==> src/rtl/temperature_to_adc_encoder_pkg.sv <==
// temperature_to_adc_encoder_pkg: shared widths, FSM states and adc code field helpers
package temperature_to_adc_encoder_pkg;
  localparam int BASE_W = 32;
  localparam int REF_W = 8;
  localparam int ADC_W = 16;
  localparam int SHIFT = 6;
  localparam int NW = BASE_W + 1 + SHIFT;
  localparam int DEN_W = 2 * REF_W;
  localparam int CNT_W = $clog2(NW);
  localparam logic [ADC_W-2:0] MAG_MAX = '1;
  typedef enum logic [1:0] {IDLE, PREP, DIV, DONE} state_t;
  function automatic logic [ADC_W-1:0] adc_pack(input logic s, input logic [ADC_W-2:0] m);
    return {s, m};
  endfunction
  function automatic logic adc_sign(input logic [ADC_W-1:0] c);
    return c[ADC_W-1];
  endfunction
  function automatic logic [ADC_W-2:0] adc_mag(input logic [ADC_W-1:0] c);
    return c[ADC_W-2:0];
  endfunction
endpackage

==> src/rtl/temperature_to_adc_encoder_udiv_restoring.sv <==
// temperature_to_adc_encoder_udiv_restoring: sequential restoring divider, one quotient bit per cycle
module temperature_to_adc_encoder_udiv_restoring
  import temperature_to_adc_encoder_pkg::*;
(
  input  logic             clk,
  input  logic             rst_n,
  input  logic             start,
  input  logic [NW-1:0]    num,
  input  logic [DEN_W-1:0] den,
  output logic [NW-1:0]    q_nxt,
  output logic             last
);
  logic [NW-1:0] n_q, n_d, q_q, q_d;
  logic [DEN_W-1:0] d_q, d_d, r_q, r_d, sub;
  logic [CNT_W-1:0] cnt_q, cnt_d;
  logic busy_q, busy_d, ge;
  logic [DEN_W:0] r_t;
  // dividend shifts out MSB first; remainder fits DEN_W bits since it stays below den
  always_comb begin
    r_t = {r_q, n_q[NW-1]};
    ge = r_t >= {1'b0, d_q};
    sub = r_t[DEN_W-1:0] - d_q;
    q_nxt = {q_q[NW-2:0], ge};
    last = busy_q && cnt_q == '0;
    n_d = start ? num : busy_q ? n_q << 1 : n_q;
    d_d = start ? den : d_q;
    r_d = start ? '0 : busy_q ? (ge ? sub : r_t[DEN_W-1:0]) : r_q;
    q_d = start ? '0 : busy_q ? q_nxt : q_q;
    cnt_d = start ? CNT_W'(NW - 1) : busy_q ? cnt_q - 1'b1 : cnt_q;
    busy_d = start || (busy_q && !last);
  end
  always_ff @(posedge clk or negedge rst_n) begin
    if (!rst_n) begin
      n_q <= '0;
      d_q <= '0;
      r_q <= '0;
      q_q <= '0;
      cnt_q <= '0;
      busy_q <= 1'b0;
    end else begin
      n_q <= n_d;
      d_q <= d_d;
      r_q <= r_d;
      q_q <= q_d;
      cnt_q <= cnt_d;
      busy_q <= busy_d;
    end
  end
endmodule

==> src/rtl/temperature_to_adc_encoder.sv <==
// temperature_to_adc_encoder: inverse temperature path, sensor code = (|tempc - tc_base| << SHIFT) / tc_ref^2
module temperature_to_adc_encoder
  import temperature_to_adc_encoder_pkg::*;
(
  input  logic              clk,
  input  logic              rst_n,
  input  logic              in_valid,
  output logic              in_ready,
  input  logic [BASE_W-1:0] tc_base,
  input  logic [REF_W-1:0]  tc_ref,
  input  logic [BASE_W-1:0] tempc,
  output logic              out_valid,
  input  logic              out_ready,
  output logic [ADC_W-1:0]  adc_data,
  output logic              sat,
  output logic              div_zero
);
  state_t state_q, state_d;
  logic [BASE_W-1:0] base_q, base_d, temp_q, temp_d;
  logic [REF_W-1:0] ref_q, ref_d;
  logic [ADC_W-1:0] adc_q, adc_d;
  logic sat_q, sat_d, dz_q, dz_d, div_last, fin, clip, dz;
  logic [BASE_W:0] diff, mag;
  logic [NW-1:0] num, q_nxt;
  logic [DEN_W-1:0] den;
  temperature_to_adc_encoder_udiv_restoring u_div (
    .clk(clk), .rst_n(rst_n), .start(state_q == PREP), .num(num), .den(den),
    .q_nxt(q_nxt), .last(div_last)
  );
  always_ff @(posedge clk or negedge rst_n) begin
    if (!rst_n) state_q <= IDLE;
    else state_q <= state_d;
  end
  always_comb begin
    state_d = state_q == IDLE ? (in_valid ? PREP : IDLE) :
              state_q == PREP ? DIV :
              state_q == DIV ? (div_last ? DONE : DIV) :
              (out_ready ? IDLE : DONE);
  end
  always_comb begin
    in_ready = state_q == IDLE;
    out_valid = state_q == DONE;
  end
  // captured operands stay put through the divide, so sign and div-zero are taken from them at the finish
  always_comb begin
    diff = {temp_q[BASE_W-1], temp_q} - {base_q[BASE_W-1], base_q};
    mag = diff[BASE_W] ? -diff : diff;
    num = {mag, SHIFT'(0)};
    den = ref_q * ref_q;
    fin = state_q == DIV && div_last;
    clip = |q_nxt[NW-1:ADC_W-1];
    dz = ref_q == '0;
    base_d = in_ready && in_valid ? tc_base : base_q;
    temp_d = in_ready && in_valid ? tempc : temp_q;
    ref_d = in_ready && in_valid ? tc_ref : ref_q;
    adc_d = fin ? adc_pack(diff[BASE_W], (dz || clip) ? MAG_MAX : q_nxt[ADC_W-2:0]) : adc_q;
    sat_d = fin ? dz || clip : sat_q;
    dz_d = fin ? dz : dz_q;
  end
  always_ff @(posedge clk or negedge rst_n) begin
    if (!rst_n) begin
      base_q <= '0;
      temp_q <= '0;
      ref_q <= '0;
      adc_q <= '0;
      sat_q <= 1'b0;
      dz_q <= 1'b0;
    end else begin
      base_q <= base_d;
      temp_q <= temp_d;
      ref_q <= ref_d;
      adc_q <= adc_d;
      sat_q <= sat_d;
      dz_q <= dz_d;
    end
  end
  assign adc_data = adc_q;
  assign sat = sat_q;
  assign div_zero = dz_q;
endmodule

==> config.mk <==
export PLATFORM = sky130hd
export DESIGN_NAME = temperature_to_adc_encoder
export DESIGN_NICKNAME = d
export VERILOG_FILES = /design/src/rtl/temperature_to_adc_encoder_pkg.sv /design/src/rtl/temperature_to_adc_encoder_udiv_restoring.sv /design/src/rtl/temperature_to_adc_encoder.sv
export SDC_FILE = /design/constraint.sdc
export NUM_CORES = 1
export LEC_CHECK = 0
export BUFFER_PORTS_ARGS = -buffer_cell sky130_fd_sc_hd__buf_2
export CAP_MARGIN = 20
export CELL_PAD_IN_SITES_DETAIL_PLACEMENT = 0
export CELL_PAD_IN_SITES_GLOBAL_PLACEMENT = 1
export CORE_ASPECT_RATIO = 2
export CORE_UTILIZATION = 48
export CTS_CLUSTER_DIAMETER = 50
export DETAILED_ROUTE_END_ITERATION = 8
export GPL_ROUTABILITY_DRIVEN = 0
export PLACE_DENSITY = 0.85
export REMOVE_ABC_BUFFERS = 1
export SLEW_MARGIN = 30
export SYNTH_ARGS = -nofsm -noshare
export SYNTH_HDL_FRONTEND = slang
export SYNTH_SLANG_ARGS = --single-unit
==> constraint.sdc <==
create_clock -name clk -period 5.8 [get_ports clk]
set_input_delay 0.29 -clock clk [delete_from_list [all_inputs] [get_ports clk]]
set_output_delay 0.29 -clock clk [all_outputs]
set_load 0.02 [all_outputs]
==> reports/qor.yml, run 1 <==
clock_tree:
  h-tree-depth: 1
  numClockSinks: 201
  cts_buffers: 22
  clock-root-buffer: "clkbuf_16"
  post_cts_buffers: 0
  insertion_delay_ps: 520
  clkTransAtPathRegs_ps: 70
  cts_tree: "yes"
  clock_path_buffers: 3
timing:
  hold_viol: 0
  drv_slew: 0
  setup_viol: 0
  fin_crit_sh_pct: 83.5
  fin_skew_ps: 13.7
  fin_crit_ps: 4850
  slew_headroom_pct: 42.1
  tightest_slew_ps: 869
  rsz0062_at_grt: "false"
  hold_ws_ps: 18.1
  fin_setup_tns_ps: 0
  fmax_mhz: 206
critical_path:
  timing.critical_path.fanout_max: 8
  max_stage_delay_ps: 550
  worstReg2RegEnd: "u_div.d_q[15]"
  cp_data_arrival_time_ps: 5230
  crit_chain: "inv_1 > nor2_1 > ha_1 > xnor2_1 > ha_1 > inv_1 > fa_1 > fa_1 > inv_1 > ha_1 > inv_1 > nor2_1 > nor2_1 > o21bai_1 > a21oi_1 > o21bai_1 > a21oi_1 > o21ai_0 > o41ai_1 > xnor2_1 > o21ai_0"
  crit_type: "flop to flop"
  r2r_slack_ps: 950
  required_ps: 6190
  crit_top_cell: "inv_1"
  reg2reg_from: "ref_q[2]"
  startpoint_type: "flop"
  worst-r2r-cell-count: 21
  cpMaxStageDelayCell: "fa_1"
  worstSetupEndpointType: "flop"
synthesis:
  synth_area_per_cell_um2: 9.14
  seq_area_frac_synth_pct: 38.0
  ys_warn_count: 0
  synth_cells: 1447
  synth_ff_type: "dfrtp_1"
  async_flop_share_pct: 100
  ys_seq_elements: 201
  synth_area_um2: 13200
  ys_types: 72
  synth-edff-count: 0
drt:
  vias_per_cell: 5.43
  num_vias: 10500
  drt_pass1_iterations: 4
  drtIter0Drc: 338
  drtAntennaViolNets: 0
  wirelength_um: 29700
  post_drt_wl_per_cell_um: 15.4
  drc: 0
global_route:
  grt_util_all_layers_pct: 21.6
  busiest_layer: "met2"
  gr-total-overflow: 0
  antenna_found_initial: 0
  grt_util_met3_pct: 2.24
  grtUsageMet2_pct: 44.3
  gr-usage-met1_pct: 21.3
  grt_pass1_vias: 10900
  grt_first_pass_wirelength_um: 50300
  grt_start_max_net_pins: 111
power:
  swShare_pct: 21.9
  clkPwrFrac_pct: 48.2
  power_density_nw_per_um2: 188
  power.total_uw: 2880
  p_leak_uw: 0.00736
  p_switching_uw: 630
  ir_drop_uv: 196
  seq_power_share_pct: 48.7
  p_comb_share_pct: 3.1
  p_int_uw: 2250
layout:
  seq_area_um2: 5030
  area_growth_pct: 15.9
  fillers: 2524
  drive_gt1_share_pct: 12.3
  multi_input_area_um2: 7480
  fin_nets: 1752
  antenna_cells: 0
floorplan:
  die_area_um2: 28300
  ios: 96
  die_w_um: 119
  rows: 85
  core_area_um2: 27000
  die_h_um: 237
  start_util_pct: 49.0
placed_design:
  numPortBuffers: 95
  hpwl_um: 21700
flow_run:
  drv_cap: 0
hold_path:
  worstHoldPathCells: 2
  hold_end: "temp_q[23]"
  hold_class: "input port to flop"
  min_from: "tempc[23]"
run_status:
  status: "finished clean"
-- worst max path at each step --
stage	slack, ps	to	from	cells past startpoint
3_5_place_dp	950	u_div.d_q[15]	ref_q[2]	21
4_1_cts	930	u_div.d_q[15]	ref_q[2]	21
6_report	950	u_div.d_q[15]	ref_q[2]	21
3_3_place_gp	1020	u_div.d_q[15]	ref_q[2]	21
2_1_floorplan	560	adc_data[10]	u_div.busy_q	4
5_1_grt	600	u_div.d_q[15]	ref_q[0]	20
-- worst max-delay path: cells and delay by family (launching register included) --
| kind | cells | cell delay, ps |
|---|---|---|
| adder cells (fa/ha/maj) | 5 | 1900 |
| XOR/XNOR | 2 | 300 |
| buffers and inverters | 4 | 340 |
| flip-flops | 1 | 470 |
| AO/OA/AOI/OAI | 7 | 1270 |
| AND/OR/NAND/NOR | 3 | 430 |
-- layout make-up --
type	count	share of cell area, %
multi-input cells	1052	48.8
flip-flops and latches	201	32.8
repair buffers	169	7.89
clock buffers	31	4.01
inverters	123	3.01
well taps	348	2.84
clock inverters	9	0.669
-- through the flow --
| stage | util [%] | setup WS (ps) | std cells | cell area, µm² |
|---|---|---|---|---|
| after global placement | 51.7 | 1020 | 1828 | 14000 |
| after floorplan | - | 563 | 1376 | 13000 |
| after detailed placement | 51.7 | 945 | 1828 | 14000 |
| after CTS | 56.7 | 927 | 1933 | 15300 |
| after global routing | 56.8 | 602 | 1933 | 15300 |
| final | 56.8 | 954 | 1933 | 15300 |
-- power groups by stage --
stage	Combinational, µW	Sequential [µW]	Clock [µW]
2_1_floorplan	0.632	1430	0
3_5_place_dp	56.3	1430	0
5_1_grt	99.7	1400	1480
6_report	88.4	1400	1390
3_3_place_gp	55.2	1430	0
4_1_cts	89.6	1400	1420
-- metal layers --
metal  wire (µm)  vias up
li1            -     5253
met1       10700     5047
met2       17200      134
met3         746       55
met4        1080        0
met5           0        -
-- cell usage in the layout (no fill, tap or decap), drive strengths merged, types with 14 or more instances in the layout --
| master | count |
|---|---|
| a21o | 19 |
| a31oi | 20 |
| ha | 81 |
| a211oi | 20 |
| nand3 | 17 |
| xnor2 | 56 |
| mux2i | 68 |
| a21oi | 73 |
| nand2 | 176 |
| fa | 26 |
| dlygate4sd3 | 65 |
| inv | 126 |
| o21bai | 14 |
| clkbuf | 32 |
| o21ai | 134 |
| o22a | 15 |
| and2 | 30 |
| mux2 | 37 |
| xor2 | 23 |
| dfrtp | 201 |
| nor2 | 92 |
| buf | 103 |
-- Yosys cell counts (3+ instances only) --
cell,instances,area (µm²)
dfrtp_1,201,5030
nand2_1,176,661
inv_1,123,462
o21ai_0,108,541
nor2_1,92,345
ha_1,81,1010
a21oi_1,73,365
mux2i_1,68,681
clkbuf_1,61,229
xnor2_1,56,490
mux2_2,37,417
and2_1,30,188
fa_1,26,521
o21ai_1,26,130
xor2_1,23,201
a211oi_1,20,150
a31oi_1,20,125
a21o_1,19,143
nand3_1,16,80.1
o22a_1,15,131
o21bai_1,13,97.6
nor2b_1,12,75.1
nor4_1,11,68.8
nand4_1,10,62.6
nor3_1,10,50.1
o21a_1,9,67.6
or3_1,8,50.1
nand2b_1,7,43.8
a211o_1,6,52.6
and3_1,6,37.5
and4_1,6,52.6
buf_1,6,22.5
o31ai_1,6,45.0
a2111oi_0,4,35.0
a41oi_1,4,35.0
buf_2,4,20.0
o221a_2,4,45.0
o41ai_1,4,35.0
or4_1,4,30.0
o2111ai_1,3,26.3
-- repair_timing --
item | in CTS | in global routing
gates resized for setup | 0 | 0
hold buffers | 65 | 0
hold endpoints to repair | 129 | 0
-- flip-flops by register name, indices dropped and copies added, names as in the netlist --
signal	flops
adc_data	16
state_q	2
u_div.r_q	16
base_q	32
u_div.cnt_q	6
u_div.d_q	15
u_div.busy_q	1
sat	1
u_div.n_q	33
temp_q	32
ref_q	8
div_zero	1
u_div.q_q	38
-- cells by family after synthesis --
kind of cell	after synthesis	share of synthesized area (%)
and+or+nand+nor	401	14.1
AOI/OAI and AO/OA	360	17.2
DFF	201	38.0
buffers and inverters	194	5.54
adders and majority gates	107	11.6
muxes	105	8.30
xor gates and xnor gates	79	5.23
No activity file was read; power rests on OpenSTA's default activity.
==> inputs of run 2 (changes only) <==
--- a/config.mk
+++ b/config.mk
@@ -5,16 +5,17 @@
 export SDC_FILE = /design/constraint.sdc
 export NUM_CORES = 1
 export LEC_CHECK = 0
+export ABC_AREA = 1
 export BUFFER_PORTS_ARGS = -buffer_cell sky130_fd_sc_hd__buf_2
 export CAP_MARGIN = 20
 export CELL_PAD_IN_SITES_DETAIL_PLACEMENT = 0
 export CELL_PAD_IN_SITES_GLOBAL_PLACEMENT = 1
 export CORE_ASPECT_RATIO = 2
-export CORE_UTILIZATION = 48
+export CORE_UTILIZATION = 41
 export CTS_CLUSTER_DIAMETER = 50
 export DETAILED_ROUTE_END_ITERATION = 8
 export GPL_ROUTABILITY_DRIVEN = 0
-export PLACE_DENSITY = 0.85
+export PLACE_DENSITY = 0.8
 export REMOVE_ABC_BUFFERS = 1
 export SLEW_MARGIN = 30
 export SYNTH_ARGS = -nofsm -noshare
==> constraint.sdc (replaced) <==
create_clock -name clk -period 4.2 [get_ports clk]
set_input_delay 0.21 -clock clk [delete_from_list [all_inputs] [get_ports clk]]
set_output_delay 0.21 -clock clk [all_outputs]
set_load 0.02 [all_outputs]
==> reports/qor.yml, run 2 <==
layout:
  reg_top3: "u_div.q_q (38), u_div.n_q (33)"  # unchanged
  regMostFlops: "u_div.q_q"  # unchanged
  fin_area_um2: 16800  # was 15,300 µm²
  final_common_cell: "nand2_1"  # was dfrtp_1
  final_cell_mix: "nand2_1 (427), inv_1 (322), dfrtp_1 (199)"  # was dfrtp_1 (200), nand2_1 (176), inv_1 (123)
  area_growth_pct: 21.4  # was 15.9%
  fin_nets: 2260  # was 1,752
  drive_gt1_share_pct: 16.4  # was 12.3%
  antenna_cells: 0  # unchanged
  final_cells: 2523  # was 1,933
  largest_reg_flops: 38  # unchanged
synthesis:
  ys_warn_count: 0  # unchanged
  synth_area_per_cell_um2: 7.38  # was 9.14 µm²
  ys_types: 47  # was 72
  synth_area_um2: 13800  # was 13,200 µm²
  synth_ff_type: "dfrtp_1"  # unchanged
  yosys-top-cells-count: "nand2_1 (435), inv_1 (336), dfrtp_1 (201), nor2_1 (161), a21oi_1 (115)"  # was dfrtp_1 (201), nand2_1 (176), inv_1 (123), o21ai_0 (108), nor2_1 (92)
  synth.most_common_cell: "nand2_1"  # was dfrtp_1
  synth_area_leader_cell: "dfrtp_1"  # unchanged
  synth_cells: 1874  # was 1,447
  yosysTopAreaCellShare_pct: 36.4  # was 38.0%
  seq_area_frac_synth_pct: 36.4  # was 38.0%
  synthTopCellsByArea: "dfrtp_1 (36%), nand2_1 (12%), inv_1 (9.1%)"  # was dfrtp_1 (38%), ha_1 (7.7%), mux2i_1 (5.1%)
  async_flop_share_pct: 100  # unchanged
  ys_seq_elements: 201  # unchanged
  synth-edff-count: 0  # unchanged
placed_design:
  post-place-ws_ps: -288  # was 945 ps
  hpwl_um: 27700  # was 21,700 µm
  place_area_um2: 15000  # was 14,000 µm²
  placed_cells: 2400  # was 1,828
  numPortBuffers: 95  # unchanged
critical_path:
  max_stage_delay_ps: 580  # was 550 ps
  startpoint_type: "flop"  # unchanged
  crit_chain: "buf_6 > nand2_4 > inv_2 > fa_2 > fa_1 > inv_2 > fa_1 > fa_1 > inv_2 > ha_4 > a21oi_4 > o21ai_2 > a21oi_2 > o21ai_2 > a21oi_2 > o21bai_1 > or2_4 > nand3_2 > o21ai_1"  # was inv_1 > nor2_1 > ha_1 > xnor2_1 > ha_1 > inv_1 > fa_1 > fa_1 > inv_1 > ha_1 > inv_1 > nor2_1 > nor2_1 > o21bai_1 > a21oi_1 > o21bai_1 > a21oi_1 > o21ai_0 > o41ai_1 > xnor2_1 > o21ai_0
  cpMaxStageDelayCell: "fa_1"  # unchanged
  timing.critical_path.fanout_max: 4  # was 8
  worstSetupEndpointType: "flop"  # unchanged
  cp_data_arrival_time_ps: 4590  # was 5230 ps
  worst-r2r-cell-count: 19  # was 21
  worstReg2RegEnd: "u_div.d_q[15]"  # unchanged
  r2r_slack_ps: -6  # was 950 ps
  required_ps: 4590  # was 6190 ps
  crit_type: "flop to flop"  # unchanged
  reg2reg_from: "ref_q[5]"  # was ref_q[2]
floorplan:
  core_area_um2: 33000  # was 27,000 µm²
  die_area_um2: 34500  # was 28,300 µm²
  start_util_pct: 41.8  # was 49.0%
  rows: 94  # was 85
  die_h_um: 262  # was 237 µm
  die_w_um: 132  # was 119 µm
  ios: 96  # unchanged
timing:
  hold_viol: 1  # was 0
  tightest_slew_ps: 739  # was 869 ps
  fin_crit_ps: 4210  # was 4850 ps
  fin_ws_ps: -5.97  # was 954 ps
  fmax_mhz: 238  # was 206 MHz
  hold_ws_ps: -3.21  # was 18.1 ps
  setup_viol: 1  # was 0
  fin_crit_sh_pct: 100  # was 83.5%
  drv_slew: 0  # unchanged
  slew_headroom_pct: 50.7  # was 42.1%
  fin_skew_ps: 21.3  # was 13.7 ps
  rsz0062_at_grt: "true"  # was false
global_route:
  antenna_found_initial: 0  # unchanged
  grt_start_max_net_pins: 91  # was 111
  grt_util_all_layers_pct: 22.1  # was 21.6%
  grt_first_pass_wirelength_um: 61600  # was 50,300 µm
  grt_pass1_vias: 13000  # was 10.9k
  gr-total-overflow: 0  # unchanged
drt:
  wl_met2_um: 20900  # was 17,200 µm
  vias_per_cell: 4.96  # was 5.43
  drt_pass1_iterations: 5  # was 4
  wl_met3_um: 740  # was 746 µm
  num_vias: 12500  # was 10.5k
  wirelength_um: 36500  # was 29,700 µm
  drc: 0  # unchanged
  drtAntennaViolNets: 0  # unchanged
  post_drt_wl_per_cell_um: 14.5  # was 15.4 µm
  routed.top_layer: "met4"  # unchanged
  wl_met1_um: 12700  # was 10,700 µm
  drtIter0Drc: 470  # was 338
clock_tree:
  clock-root-buffer: "clkbuf_16"  # unchanged
  insertion_delay_ps: 530  # was 520 ps
  h-tree-depth: 1  # unchanged
  cts_buffers: 22  # unchanged
  numClockSinks: 201  # unchanged
  clock_path_buffers: 3  # unchanged
  cts_tree: "yes"  # unchanged
  clkTransAtPathRegs_ps: 60  # was 70 ps
hold_path:
  min_from: "tc_ref[1]"  # was tempc[23]
  worstHoldPathCells: 2  # unchanged
  hold_class: "input port to flop"  # unchanged
  hold_end: "ref_q[1]"  # was temp_q[23]
flow_run:
  drv_cap: 0  # unchanged
run_status:
  violations: "negative hold slack, negative setup slack"
  status: "finished, violations left"  # was finished clean
[run 2: metal layers]
metal / track usage (%) / vias up
met5: 0 / -
met4: 13.5 / 0
met3: 1.74 / 105
met2: 45.4 / 200
met1: 20.8 / 5816
li1: - / 6392
[run 2: stage by stage]
| stage | hold WS, ps | setup TNS (ps) | utilization (%) |
|---|---|---|---|
| after floorplan | -85.6 | -268 | - |
| after global placement | 312 | -638 | 45.5 |
| after detailed placement | 315 | -918 | 45.5 |
| after CTS | 1.77 | 0 | 50.5 |
| after global routing | 8.68 | -521 | 50.8 |
| final | -3.21 | -5.97 | 50.8 |
[run 2: worst max-delay path, delay by kind of cell, from the launching register on]
family,cells,cell delay [ps]
buffers and inverters,4,300
AO/OA/AOI/OAI,7,730
flip-flops,1,450
adder cells (fa/ha/maj),5,2240
AND/OR/NAND/NOR,3,350
[run 2: worst max-delay path by stage]
| stage | startpoint | end | depth (start not counted) |
|---|---|---|---|
| after detailed placement | ref_q[6] | u_div.d_q[15] | 18 |
| final | ref_q[5] | u_div.d_q[15] | 19 |
| after floorplan | ref_q[1] | u_div.d_q[15] | 18 |
| after global routing | ref_q[6] | u_div.d_q[15] | 18 |
| after global placement | ref_q[7] | u_div.d_q[15] | 18 |
| after CTS | ref_q[5] | u_div.d_q[15] | 18 |
[run 2: cell families after synthesis]
group / Yosys count / synth area share [%]
fa+ha+maj: 107 / 11.1
simple gates: 804 / 24.6
flops: 201 / 36.4
xor+xnor: 25 / 1.64
buf+inv: 403 / 11.2
compound gates: 300 / 12.3
mux: 34 / 2.77
[run 2: layout make-up]
cell class | instances | area (µm²)
timing repair buffer | 233 | 1730
clock buffer | 27 | 609
sequential | 201 | 5030
fill | 3226 | 16300
tap | 432 | 541
multi-input combinational | 1270 | 7480
inverter | 349 | 1310
clock inverter | 11 | 91.3
[run 2: repair_timing]
action | CTS | global route
pin swaps | 34 | 26
endpoints found under the setup margin | 4 | 5
hold buffers | 72 | 0
gates resized for setup | 36 | 31
hold endpoints to repair | 159 | 0
setup buffers | 11 | 2
Power of run 2 is not shown: default switching activity piles up to over one toggle a cycle in this logic, so the estimate is an artifact.
